<file path="config.mk">
export PLATFORM = sky130hd
export DESIGN_NAME = oam_dma
export DESIGN_NICKNAME = d
export VERILOG_FILES = /design/src/rtl/nes_bus_pkg.sv /design/src/rtl/oam_dma.sv
export SDC_FILE = /design/constraint.sdc
export NUM_CORES = 1
export LEC_CHECK = 0
export ABC_AREA = 1
export BUFFER_PORTS_ARGS = -buffer_cell sky130_fd_sc_hd__buf_2
export CAP_MARGIN = 30
export CORE_MARGIN = 1.5
export CORE_UTILIZATION = 49
export CTS_CLUSTER_SIZE = 20
export DETAILED_ROUTE_END_ITERATION = 10
export GPL_TIMING_DRIVEN = 0
export PLACE_DENSITY = 0.79
export SLEW_MARGIN = 20
export SYNTH_ARGS = -nofsm -noshare
export SYNTH_HDL_FRONTEND = slang
export SYNTH_SLANG_ARGS = --single-unit
</file>
<file path="constraint.sdc">
create_clock -name i_clk -period 1.66 [get_ports i_clk]
set_input_delay 0.166 -clock i_clk [delete_from_list [all_inputs] [get_ports i_clk]]
set_output_delay 0.166 -clock i_clk [all_outputs]
set_load 0.005 [all_outputs]
</file>
<file path="src/rtl/nes_bus_pkg.sv">
// rtl/nes_bus_pkg.sv - shared NES bus constants and sprite DMA state encoding
package nes_bus_pkg;

  localparam logic [15:0] DMA_REG_ADDR  = 16'h4014;
  localparam logic [15:0] OAM_DATA_ADDR = 16'h2004;

  typedef enum logic [2:0] {
    STATE_IDLE  = 3'd0,
    STATE_HALT  = 3'd1,
    STATE_ALIGN = 3'd2,
    STATE_READ  = 3'd3,
    STATE_WRITE = 3'd4
  } dma_state_t;

endpackage

</file>
<file path="src/rtl/oam_dma.sv">
// rtl/oam_dma.sv - NES sprite DMA controller and CPU bus arbiter
module oam_dma
  import nes_bus_pkg::*;
#(
  parameter logic [15:0] DMA_REG_ADDRESS  = DMA_REG_ADDR,
  parameter logic [15:0] OAM_DATA_ADDRESS = OAM_DATA_ADDR,
  parameter int          BYTE_COUNT       = 256
) (
  input  logic        i_clk,
  input  logic        i_reset_n,
  input  logic        i_cpu_rw,
  input  logic [15:0] i_cpu_address,
  input  logic [7:0]  i_cpu_data,
  input  logic [7:0]  i_bus_data,
  output logic        o_cpu_halt,
  output logic        o_rw,
  output logic [15:0] o_address,
  output logic [7:0]  o_data,
  output logic        o_dma_active
);

  localparam logic [7:0] LAST_INDEX = 8'(BYTE_COUNT - 1);

  dma_state_t r_state;
  logic [7:0] r_page;
  logic [7:0] r_index;
  logic [7:0] r_data;
  logic       r_cycle_odd;
  logic       r_active;

  // State advances on the falling edge so the DMA stays in step with the CPU core.
  always_ff @(negedge i_clk or negedge i_reset_n) begin
    if (!i_reset_n) begin
      r_state     <= STATE_IDLE;
      r_page      <= 8'h00;
      r_index     <= 8'h00;
      r_data      <= 8'h00;
      r_cycle_odd <= 1'b0;
      r_active    <= 1'b0;
    end else begin
      r_cycle_odd <= ~r_cycle_odd;
      case (r_state)
        STATE_IDLE: begin
          if (!i_cpu_rw && i_cpu_address == DMA_REG_ADDRESS) begin
            r_page   <= i_cpu_data;
            r_state  <= STATE_HALT;
            r_active <= 1'b1;
          end
        end
        STATE_HALT: begin
          // An odd halt cycle needs one more dummy read so reads land on even cycles.
          r_state <= r_cycle_odd ? STATE_ALIGN : STATE_READ;
        end
        STATE_ALIGN: begin
          r_state <= STATE_READ;
        end
        STATE_READ: begin
          r_data  <= i_bus_data;
          r_state <= STATE_WRITE;
        end
        STATE_WRITE: begin
          if (r_index == LAST_INDEX) begin
            r_index  <= 8'h00;
            r_state  <= STATE_IDLE;
            r_active <= 1'b0;
          end else begin
            r_index <= r_index + 8'd1;
            r_state <= STATE_READ;
          end
        end
        default: begin
          r_state  <= STATE_IDLE;
          r_active <= 1'b0;
        end
      endcase
    end
  end

  assign o_cpu_halt   = r_active;
  assign o_dma_active = r_active;

  always_comb begin
    o_rw      = i_cpu_rw;
    o_address = i_cpu_address;
    o_data    = i_cpu_data;
    if (r_active) begin
      o_data = r_data;
      case (r_state)
        STATE_READ: begin
          o_rw      = 1'b1;
          o_address = {r_page, r_index};
        end
        STATE_WRITE: begin
          o_rw      = 1'b0;
          o_address = OAM_DATA_ADDRESS;
        end
        default: begin
          o_rw      = 1'b1;
          o_address = i_cpu_address;
        end
      endcase
    end
  end

endmodule

</file>
# Yosys cells after proc, flatten, opt, wreduce, memory -nomap -nowiden
# Cells that the tools add are included.
dict set report word_totals {
  regBits 29
}
dict set report op_classes {
  mux 13
  n_reduce_logical 6
  add_sub_neg 1
  bitwise 2
  eq_ne 8
}
# operator count
set ops {}
lappend ops {{one-hot mux 16 bit (2 select lines)} 1}
lappend ops {{equality test 16 x 15 -> 1 bit, second input constant} 1}
lappend ops {{2-to-1 mux 16 bit} 1}
lappend ops {{2-to-1 mux 8 bit} 2}
lappend ops {{one-hot mux 3 bit (5 select lines)} 1}
lappend ops {{adder 8 x 1 -> 8 bit, second input constant} 1}
lappend ops {{equality test 8 bit, second input constant} 1}
lappend ops {{equality test 3 x 2 -> 1 bit, second input constant} 2}
lappend ops {{2-to-1 mux 1 bit} 5}
lappend ops {{inequality test 2 bit, second input constant} 2}
lappend ops {{equality test 3 x 1 -> 1 bit, second input constant} 1}
lappend ops {{equality test 3 bit, second input constant} 1}
lappend ops {{logical NOT 3 bit} 1}
lappend ops {{2-to-1 mux 3 bit} 1}
lappend ops {{one-hot mux 1 bit (3 select lines)} 1}
lappend ops {{AND reduction 3 bit} 1}
lappend ops {{OR reduction 3 bit} 1}
lappend ops {{2-to-1 mux 2 bit} 1}
lappend ops {{inverter 1 bit} 2}
lappend ops {{AND reduction 2 bit} 1}
lappend ops {{logical AND 1 bit} 1}
lappend ops {{logical NOT 1 bit} 1}

# Logic depth before layout (Yosys ltp)
# Gate-level depths: netlist of run 1.
dict set report depth {
  word_depth 4
  depth_mapped 10
  ltp_nobuf 10
}

==> results of run 1 <==
## per-stage QoR
stage                     util (%)  setup TNS, ps  power [mW]  instances
after floorplan                  -          -9610       0.790        237
after global routing          82.7         -25380        1.40        380
final                         82.7         -23050        1.35        380
after global placement        63.4         -18030       0.888        344
after detailed placement      63.4         -18440       0.890        344
after CTS                     72.6         -21090        1.30        372
## registers in the layout, indices dropped and copies added (netlist names)
register,count
o_cpu_halt,1
r_state,3
r_page,8
r_index,8
r_data,8
r_cycle_odd,1
## kinds of logic after synthesis
family	count (synthesis)
adder cells (fa/ha/maj)	1
flip-flops	29
buffers and inverters	41
XOR/XNOR	3
AO/OA/AOI/OAI	23
AND/OR/NAND/NOR	140
## per-layer routing
| metal | share of wire (%) | GRT usage [%] |
|---|---|---|
| met1 | 36 | 36.0 |
| met2 | 52 | 45.6 |
| met3 | 8.8 | 5.59 |
| met4 | 3.8 | 14.3 |
| met5 | 0 | 0 |
## cell usage in the layout (no fill, tap or decap), types with 4 or more instances in the layout
cell      count
inv_1        26
a21oi_1       4
buf_4        14
dfrtn_1      29
buf_6        26
nand2_2      21
nor2_4        8
nor2_1        9
nand3_1      15
buf_2        50
nand3_2       4
clkbuf_4      6
o22ai_2       4
o21ai_0       7
nand2_4       6
inv_2         4
o21ai_2       4
nand2_1      67
## repair_timing
action                     in CTS  in global routing
setup endpoints to repair      35                 36
pin swaps                       3                 20
buffers inserted               18                  8
hold buffers                    0                  0
hold endpoints to repair        0                  0
resized for setup              27                 63
gates cloned                    2                  1
## area by class of cell
class                      instances  area (um2)
clock inverter                     2        10.0
inverter                          33         134
sequential                        29         726
buffer                             8        92.6
timing repair buffer              88         652
tap                               46        57.6
fill                             195         577
multi-input combinational        168        1050
clock buffer                       6        41.3
## worst paths after layout
kind | slack, ps | to
setup / recovery | -970 | o_address[13]
hold / removal | 320 | r_cycle_odd
setup reg to reg | 60 | r_state[0]
hold reg to reg | 320 | r_cycle_odd
max in group asynchronous | 630 | r_state[0]
min in group asynchronous | 570 | r_index[5]
## report_power, final
group          internal (mW)  switching (mW)
combinational         0.0934          0.0973
clock                  0.161           0.269
sequential             0.721         0.00723
==> key figures, run 1 <==
Global route
  – Initial antenna violation count: 0
  – First-pass GRT wire length: around 7700 um
  – Total global routing overflow: 0
  – Vias in the first global route: ~1700
  – Largest net degree at the start of global routing: 30
  – GRT Total Usage: about 28%

Placement
  – RePlAce Congestion: 0.905
  – IO buf count: 61
  – Dpl ws: -707 ps
  – Dpl hpwl: around 3100 um
  – Post-DP Area: ~2100 um2

Route
  – DR vias: ~2100
  – Vias per cell: ~5.5
  – Drc violations: 0
  – Mean routed wirelength per cell: around 17 um
  – Post-DRT Antenna Nets: 0
  – DR pass1 iterations: 5
  – 1st-iter DRT viols: between 200 and 250
  – Drt total wl: ~6600 um

Setup path
  – CP Class: register to output pin
  – Slowest library cell on the worst path: dfrtn_1
  – Startpoint type of the worst setup path: register
  – Worst-path fanout max: 7
  – Buffers plus inverters on the worst setup path: 5
  – Logic depth of the worst setup path including buffers: 7
  – WP data required: 1490 ps
  – Critical Path End Type: output pin
  – Cell mode on critical path: buf_6
  – CP Data Arrival Time: about 2500 ps
  – Crit path launch: o_cpu_halt
  – Reg2reg start: r_state[2]
  – Reg2Reg Depth: 4
  – Peak per-stage delay on the critical path: approximately 470 ps
  – Delay-heaviest family, CP: buffers and inverters
  – CP cell instances: buf_6 -> inv_4 -> o21ai_4 -> buf_6 -> o22ai_2 -> inv_2 -> buf_6

CTS
  – Clk_lat worst skew: between 300 and 400 ps
  – Largest buffer count on any clock path: 2
  – CTS tree: built
  – Root Driver: clkbuf_4
  – Clock sinks: 29
  – Clk slew on worst S/H paths: about 70 ps
  – H-tree levels: 2
  – TritonCTS Buffers: 5

Synthesis
  – Post-Syn Nets: 273
  – Synthesized cell area: about 1700 um2
  – Commonest cells in the synthesized netlist: nand2_1, dfrtn_1, inv_1, nand3_1, nor2_1
  – Post-synthesis mux area share: 0%
  – Count of different cell masters after synthesis: 28
  – Synth Area in Adders: less than 1%
  – Main combinational cell family by area after synthesis: simple AND/OR/NAND/NOR gates
  – Sequential share of the synthesized area: between 40% and 50%
  – Post-synth top flop: dfrtn_1
  – EDFF count, synth: 0
  – Mapped Cells: about 240
  – Synthesized area per cell: a little over 7 um2
  – Synth Area in Simple Gates: between 30% and 40%
  – Synth top area share: 42.6%
  – Post-synthesis async set-or-reset flop share: 100%
  – Area contributors post-synth: dfrtn_1, nand2_1, inv_1, nand3_1, nor2_1
  – Most common cell in the synthesized netlist: nand2_1
  – Synth Register Bits: 29
  – Compound-Gate Fraction of Synth Area: around 8.7%
  – XOR/XNOR share of the synthesized area: about 1.5%
  – YS warnings: 0
  – Leading area contributor after synthesis: dfrtn_1

Timing
  – Final worst slack: -974 ps
  – Final Hold Violating Endpoints: 0
  – Slew HR: approximately 56%
  – Worst Skew: ~12 ps
  – Max-slew violations: 0
  – Min Hold Slack: 321 ps
  – Tightest Pin Transition: between 600 and 700 ps
  – RSZ-0062 raised after global routing: yes
  – Number of setup violations in the final report: 36

Floorplanning
  – Core area: 3340 um2
  – Die width: between 60 and 70 um
  – Initial Utilization: around half
  – Die height: ~62 um
  – Die ar.: ~3800 um2
  – Total I/O pin count: 62
  – Site Rows: 21

Layout
  – Layout cell share with drive strength beyond 1: 49.7%
  – Design area: 2760 um2
  – Ant. Diodes: 0
  – Nets@finish: between 300 and 400
  – Area Growth Syn to Fin: 62.2%

Min path
  – Worst hold path class: register to register
  – Worst Hold Path Cells: 1
  – Min-delay src: r_cycle_odd

Run status
  – Status: finished, violations left
  – Failing checks: negative setup slack

Power and ir drop
  – Leakage power: roughly 1.5 nW
  – Max IR drop VDD: 0.529 mV
  – Power density over the cells: around 490 nW/um2

Run
  – MaxCap Viol Count: 0
Power figures use the tool's default switching activity.
==> run 2: changes to the inputs <==
--- a/config.mk
+++ b/config.mk
@@ -5,11 +5,11 @@
 export SDC_FILE = /design/constraint.sdc
 export NUM_CORES = 1
 export LEC_CHECK = 0
-export ABC_AREA = 1
+export ABC_AREA = 0
 export BUFFER_PORTS_ARGS = -buffer_cell sky130_fd_sc_hd__buf_2
 export CAP_MARGIN = 30
 export CORE_MARGIN = 1.5
-export CORE_UTILIZATION = 49
+export CORE_UTILIZATION = 48
 export CTS_CLUSTER_SIZE = 20
 export DETAILED_ROUTE_END_ITERATION = 10
 export GPL_TIMING_DRIVEN = 0
==> run 2 against run 1 <==
Compared with the run above: the flow still finishes with violations (negative setup slack); sequential cell count unchanged; sequential share of layout area increased by 3.0 points; sequential power increased by 40%; critical path type unchanged; global-route usage increased by 1.8 points; register-to-register slack got worse by 560 ps; clock power increased by 45%.
==> key figures, run 2 <==
Synthesis
  – Synthesized area per cell: 10.3 um2 (was 7.18 um2)
  – Synth top area share: 47.2% (was 42.6%)
  – Area contributors post-synth: dfrtn_1, mux2_2, nand2_1, a22o_1, o21ai_0 (was dfrtn_1, nand2_1, inv_1, nand3_1, nor2_1)
  – Synthesized cell area: 1540 um2 (was 1700 um2)
  – Commonest cells in the synthesized netlist: nand2_1, dfrtn_1, mux2_2, a22o_1, o21ai_0 (was nand2_1, dfrtn_1, inv_1, nand3_1, nor2_1)
  – Sequential share of the synthesized area: 47.2% (was 42.6%)
  – Synth Register Bits: 29 (unchanged)
  – YS warnings: 0 (unchanged)
  – Mapped Cells: 149 (was 237)
  – Count of different cell masters after synthesis: 35 (was 28)
  – Leading area contributor after synthesis: dfrtn_1 (unchanged)
  – Most common cell in the synthesized netlist: nand2_1 (unchanged)
  – EDFF count, synth: 0 (unchanged)
  – Post-synthesis async set-or-reset flop share: 100% (unchanged)
  – Post-synth top flop: dfrtn_1 (unchanged)
  – Post-Syn Nets: 185 (was 273)

Setup path
  – Critical Path End Type: output pin (unchanged)
  – WP data required: 1490 ps (about the same)
  – Worst-path fanout max: 5 (was 7)
  – Delay-heaviest family, CP: simple AND/OR/NAND/NOR gates (was buffers and inverters)
  – Peak per-stage delay on the critical path: 460 ps (was 470 ps)
  – CP Data Arrival Time: 2600 ps (was 2470 ps)
  – Slowest library cell on the worst path: dfrtn_1 (unchanged)
  – CP Class: register to output pin (unchanged)
  – Buffers plus inverters on the worst setup path: 3 (was 5)
  – Startpoint type of the worst setup path: register (unchanged)
  – CP cell instances: nand2_1 -> or2_4 -> inv_4 -> and2_4 -> buf_6 -> a22o_1 -> buf_2 (was buf_6 -> inv_4 -> o21ai_4 -> buf_6 -> o22ai_2 -> inv_2 -> buf_6)

Placement
  – Total placed cells including tap cells: 254 (was 344)
  – RePlAce Congestion: 0.865 (was 0.905)
  – Dpl hpwl: 3050 um (was 3150 um)
  – IO buf count: 61 (unchanged)

Layout
  – Area Growth Syn to Fin: 61.0% (was 62.2%)
  – Biggest regs: r_data x8, r_index x8, r_page x8 (unchanged)
  – Nets@finish: 275 (was 369)
  – Layout cell share with drive strength beyond 1: 55.4% (was 49.7%)
  – Ant. Diodes: 0 (unchanged)
  – Final std cells w/o fill: 284 (was 380)
  – Most common cell after layout, fill and taps aside: buf_2 (was nand2_1)
  – Commonest non-fill, non-tap cells in the layout: buf_2, nand2_1, dfrtn_1 (was nand2_1, buf_2, dfrtn_1)

CTS
  – Clk slew on worst S/H paths: 70 ps (about the same)
  – Largest buffer count on any clock path: 2 (unchanged)
  – Root Driver: clkbuf_4 (unchanged)
  – Clock sinks: 29 (unchanged)
  – Clk_lat worst skew: 320 ps (was 330 ps)
  – H-tree levels: 2 (unchanged)
  – CTS tree: built (unchanged)
  – TritonCTS Buffers: 5 (unchanged)
  – Hold buffers post-CTS: 0 (unchanged)

Floorplanning
  – Total I/O pin count: 62 (unchanged)
  – Initial Utilization: 50.4% (was 51.0%)
  – Die ar.: 3560 um2 (was 3840 um2)
  – Die height: 59.6 um (was 61.9 um)
  – Die width: 59.6 um (was 61.9 um)
  – Site Rows: 20 (was 21)
  – Core area: 3050 um2 (was 3340 um2)

Route
  – DR vias: 1662 (was 2095)
  – Post-DRT Antenna Nets: 0 (unchanged)
  – DR pass1 iterations: 5 (unchanged)
  – Vias per cell: 5.85 (was 5.51)
  – Mean routed wirelength per cell: 19.4 um (was 17.5 um)
  – Drc violations: 0 (unchanged)
  – Drt total wl: 5510 um (was 6640 um)
  – 1st-iter DRT viols: 191 (was 238)

Min path
  – Worst hold path class: register to register (unchanged)

Power and ir drop
  – Max IR drop VDD: 0.808 mV (was 0.529 mV)
  – Power density over the cells: 1080 nW/um2 (was 488 nW/um2)
  – Leakage power: 1.29 nW (was 1.48 nW)
  – Overall power: 2.66 mW (was 1.35 mW)

Global route
  – Vias in the first global route: 1597 (was 1733)
  – Initial antenna violation count: 0 (unchanged)
  – GRT Total Usage: 30.0% (was 28.2%)
  – Largest net degree at the start of global routing: 30 (unchanged)
  – First-pass GRT wire length: 7780 um (was 7700 um)
  – Total global routing overflow: 0 (unchanged)

Run status
  – Failing checks: negative setup slack (unchanged)
  – Status: finished, violations left (unchanged)

Timing
  – Max-slew violations: 0 (unchanged)
  – Final worst slack: -1100 ps (was -974 ps)
  – RSZ-0062 raised after global routing: yes (unchanged)
  – Worst Skew: 3.69 ps (was 11.9 ps)
  – Number of setup violations in the final report: 37 (was 36)
  – Tightest Pin Transition: 648 ps (was 655 ps)
  – Final Hold Violating Endpoints: 0 (unchanged)
  – Slew HR: 56.8% (was 56.3%)

Run
  – MaxCap Viol Count: 0 (unchanged)
run 2: area by class of cell:
| cell class | count | area, um2 |
|---|---|---|
| plain buffers | 5 | 51.3 |
| clock buffers | 7 | 55.1 |
| clock inverters | 1 | 30.0 |
| fillers | 177 | 576 |
| inverters | 4 | 17.5 |
| multi-input cells | 108 | 927 |
| flip-flops and latches | 29 | 726 |
| well taps | 44 | 55.1 |
| repair buffers | 86 | 616 |
run 2: cell families after synthesis:
logic type	Yosys count	share of synthesized area, %
fa+ha+maj	1	0.813
simple gates	52	17.3
xor+xnor	4	2.28
flops	29	47.2
compound gates	33	16.0
mux	18	13.1
buf+inv	12	3.33
run 2: path summary, 6_finish.rpt:
| kind | startpoint | to | slack (ps) | cells past startpoint |
|---|---|---|---|---|
| max reg2reg | r_state[2] | r_page[2] | -500 | 6 |
| min in group asynchronous | i_reset_n | r_page[0] | 580 | 1 |
| min reg2reg | r_cycle_odd | r_cycle_odd | 320 | 1 |
| min | r_cycle_odd | r_cycle_odd | 320 | 1 |
| max in group asynchronous | i_reset_n | r_cycle_odd | 630 | 1 |
| max | r_state[1] | o_address[14] | -1100 | 7 |
run 2: metal layers:
metal | share of wire, % | GRT usage, % | up-vias
li1 | - | - | 722
met1 | 37 | 37.7 | 817
met2 | 52 | 49.9 | 105
met3 | 8.2 | 6.99 | 18
met4 | 2.7 | 11.7 | 0
met5 | 0 | 0 | -
run 2: worst register-to-register path: cells and delay by family (launching register included):
family	cells	cell delay (ps)
and+or+nand+nor	2	840
muxes	1	310
buffers and inverters	3	490
DFF	1	370
run 2: report_power, final:
| part | switching [mW] | internal, mW | leakage [nW] | total (mW) |
|---|---|---|---|---|
| clock | 0.264 | 0.360 | 0.0455 | 0.624 |
| combinational | 0.551 | 0.467 | 0.871 | 1.02 |
| sequential | 0.129 | 0.893 | 0.379 | 1.02 |
| total | 0.944 | 1.72 | 1.29 | 2.66 |
run 2: per-stage QoR:
step | setup TNS, ps | instance area, um2 | utilization [%] | hold WS (ps) | setup slack [ps]
global route | -32870 | 2480 | 81.1 | 355 | -1150
finish | -31850 | 2480 | 81.1 | 324 | -1100
CTS | -31140 | 2370 | 77.6 | 333 | -1130
floorplan | -23140 | 1670 | - | 293 | -857
global placement | -31720 | 2030 | 66.4 | 311 | -1260
detailed placement | -32630 | 2030 | 66.4 | 330 | -1260
run 2: timing repair:
item                       CTS  global route
buffers inserted            17             8
resized for setup           29            23
gates cloned                 2             0
setup endpoints to repair   38            41
pin swaps                    4            11
==> run 3: changes to the inputs <==
--- a/config.mk
+++ b/config.mk
@@ -14,7 +14,7 @@
 export DETAILED_ROUTE_END_ITERATION = 10
 export GPL_TIMING_DRIVEN = 0
 export PLACE_DENSITY = 0.79
-export SLEW_MARGIN = 20
 export SYNTH_ARGS = -nofsm -noshare
 export SYNTH_HDL_FRONTEND = slang
 export SYNTH_SLANG_ARGS = --single-unit
+export TNS_END_PERCENT = 20
==> run 3 against run 2 <==
Compared with the run above: the run still ends with negative setup slack left; worst hold slack got worse by 11 ps; utilization fell by 10 points; count of clock-buffer cells in the layout did not move; critical path type unchanged; critical endpoint is now o_address[8].
==> key figures, run 3 (synthesis results as in run 2) <==
Route
  – Mean routed wirelength per cell: 16.1 um (was 19.4 um)
  – Drt total wl: 4370 um (was 5510 um)
  – DR pass1 iterations: 4 (was 5)
  – Vias per cell: 5.48 (was 5.85)
  – Post-DRT Antenna Nets: 0 (unchanged)
  – 1st-iter DRT viols: 93 (was 191)
  – DR vias: 1485 (was 1662)
  – Drc violations: 0 (unchanged)

Timing
  – Final worst slack: -1050 ps (was -1100 ps)
  – Number of setup violations in the final report: 37 (unchanged)
  – Slew HR: 56.3% (was 56.8%)
  – Max-slew violations: 0 (unchanged)
  – Tightest Pin Transition: 650 ps (was 648 ps)
  – Setup TNS: -32720 ps (was -31850 ps)
  – Final Hold Violating Endpoints: 0 (unchanged)
  – Worst Skew: 5.57 ps (was 3.69 ps)
  – RSZ-0062 raised after global routing: yes (unchanged)

Setup path
  – Reg2Reg Depth: 5 (was 6)
  – CP cell instances: buf_6 -> nor3b_4 -> o21ai_4 -> buf_8 -> a22o_2 -> buf_6 (was nand2_1 -> or2_4 -> inv_4 -> and2_4 -> buf_6 -> a22o_1 -> buf_2)
  – Peak per-stage delay on the critical path: 440 ps (was 460 ps)
  – Cell mode on critical path: buf_6
  – Critical Path End Type: output pin (unchanged)
  – CP Class: register to output pin (unchanged)
  – Startpoint type of the worst setup path: register (unchanged)
  – Worst-path fanout max: 10 (was 5)
  – Crit path launch: r_state[2] (was r_state[1])
  – R2r setup slk: -500 ps (about the same)
  – WP data required: 1490 ps (about the same)
  – CP endpoint: o_address[8] (was o_address[14])
  – Buffers plus inverters on the worst setup path: 3 (unchanged)
  – Slowest library cell on the worst path: dfrtn_1 (unchanged)
  – Reg2reg start: r_state[1] (was r_state[2])
  – FF-to-FF End: r_page[3] (was r_page[2])
  – CP Data Arrival Time: 2540 ps (was 2600 ps)
  – Delay-heaviest family, CP: flip-flops (was simple AND/OR/NAND/NOR gates)
  – Logic depth of the worst setup path including buffers: 6 (was 7)

Placement
  – RePlAce Congestion: 0.901 (was 0.865)
  – IO buf count: 61 (unchanged)
  – Dpl hpwl: 3010 um (was 3050 um)
  – Post-DP Area: 1930 um2 (was 2030 um2)
  – Dpl ws: -1280 ps (was -1260 ps)

CTS
  – Root Driver: clkbuf_4 (unchanged)
  – TritonCTS Buffers: 5 (unchanged)
  – CTS tree: built (unchanged)
  – H-tree levels: 2 (unchanged)
  – Clk_lat worst skew: 320 ps (about the same)
  – Clk slew on worst S/H paths: 70 ps (about the same)
  – Clock sinks: 29 (unchanged)
  – Largest buffer count on any clock path: 2 (unchanged)

Layout
  – Most common cell after layout, fill and taps aside: buf_2 (unchanged)
  – Commonest non-fill, non-tap cells in the layout: buf_2, nand2_1, dfrtn_1 (unchanged)
  – Biggest regs: r_data x8, r_index x8, r_page x8 (unchanged)
  – Ant. Diodes: 0 (unchanged)
  – Design area: 2170 um2 (was 2480 um2)
  – Area Growth Syn to Fin: 41.1% (was 61.0%)
  – Nets@finish: 262 (was 275)
  – Layout cell share with drive strength beyond 1: 51.1% (was 55.4%)

Power and ir drop
  – Max IR drop VDD: 0.666 mV (was 0.808 mV)
  – Cell internal pwr: 1.57 mW (was 1.72 mW)
  – Clock Power Share: 20.9% (was 23.4%)
  – Power density over the cells: 1110 nW/um2 (was 1080 nW/um2)
  – Switching share of total power: 35.1% (was 35.5%)
  – Sequential share of power: 42.4% (was 38.4%)
  – Overall power: 2.41 mW (was 2.66 mW)
  – Switch Pwr: 847 uW (was 944 uW)
  – Leakage power: 1.14 nW (was 1.29 nW)
  – Combinational group share of total power: 36.7% (was 38.2%)

Floorplanning
  – Die ar.: 3560 um2 (unchanged)
  – Initial Utilization: 50.4% (unchanged)
  – Die width: 59.6 um (unchanged)
  – Die height: 59.6 um (unchanged)
  – Site Rows: 20 (unchanged)
  – Core area: 3050 um2 (unchanged)
  – Total I/O pin count: 62 (unchanged)

Global route
  – Total global routing overflow: 0 (unchanged)
  – Largest net degree at the start of global routing: 30 (unchanged)
  – First-pass GRT wire length: 6800 um (was 7780 um)
  – Vias in the first global route: 1480 (was 1597)
  – Initial antenna violation count: 0 (unchanged)
  – GRT Total Usage: 26.6% (was 30.0%)

Run status
  – Status: finished, violations left (unchanged)
  – Failing checks: negative setup slack (unchanged)

Run
  – MaxCap Viol Count: 0 (unchanged)

Min path
  – Worst hold path class: register to register (unchanged)
  – Worst Hold Path Cells: 1 (unchanged)
## run 3: worst reg2reg max path, cell delays in order, from the launching register on
cell and delay [ps]:
dfrtn_1 360, buf_4 150, buf_4 140, or3_1 410
nor4_4 510, mux2_2 430
## run 3: worst min path at each step
stage                startpoint           to  slack [ps]
floorplan           r_cycle_odd  r_cycle_odd         290
global placement    r_cycle_odd  r_cycle_odd         300
detailed placement  r_cycle_odd  r_cycle_odd         310
CTS                 r_cycle_odd  r_cycle_odd         310
global route        r_cycle_odd  r_cycle_odd         340
finish              r_cycle_odd  r_cycle_odd         310
## run 3: what timing repair did
action | CTS | global route
setup buffers | 10 | 0
resized for setup | 21 | 11
setup endpoints to repair | 42 | 41
pin swaps | 6 | 4
cloned | 1 | 0
hold buffers | 0 | 0
## run 3: routing by layer
layer / track usage [%] / routed length [um] / vias to the layer above
met5: 0 / 0 / -
met4: 12.4 / 102 / 0
met3: 5.68 / 276 / 11
met2: 45.8 / 2250 / 66
met1: 31.5 / 1740 / 713
li1: - / - / 695
## run 3: area by class of cell
| class | instances | area, um2 |
|---|---|---|
| clock inverters | 1 | 5.00 |
| repair buffers | 72 | 424 |
| clock buffers | 7 | 65.1 |
| flip-flops and latches | 29 | 726 |
| plain buffers | 6 | 56.3 |
| multi-input cells | 108 | 823 |
| inverters | 4 | 17.5 |
| well taps | 44 | 55.1 |
| fillers | 236 | 881 |
## run 3: stage by stage
step,hold WS (ps),util (%),cells
6_report,312,71.1,271
4_1_cts,310,70.4,272
2_1_floorplan,293,-,149
5_1_grt,342,71.1,271
3_3_place_gp,304,63.1,254
3_5_place_dp,309,63.1,254
## run 3: power by group through the flow
| stage | clock, mW | combinational (mW) | sequential (mW) |
|---|---|---|---|
| after floorplan | 0 | 0.475 | 1.01 |
| after global placement | 0 | 0.639 | 1.03 |
| after detailed placement | 0 | 0.672 | 1.06 |
| after CTS | 0.510 | 0.842 | 1.01 |
| after global routing | 0.550 | 0.973 | 1.04 |
| final | 0.504 | 0.886 | 1.02 |
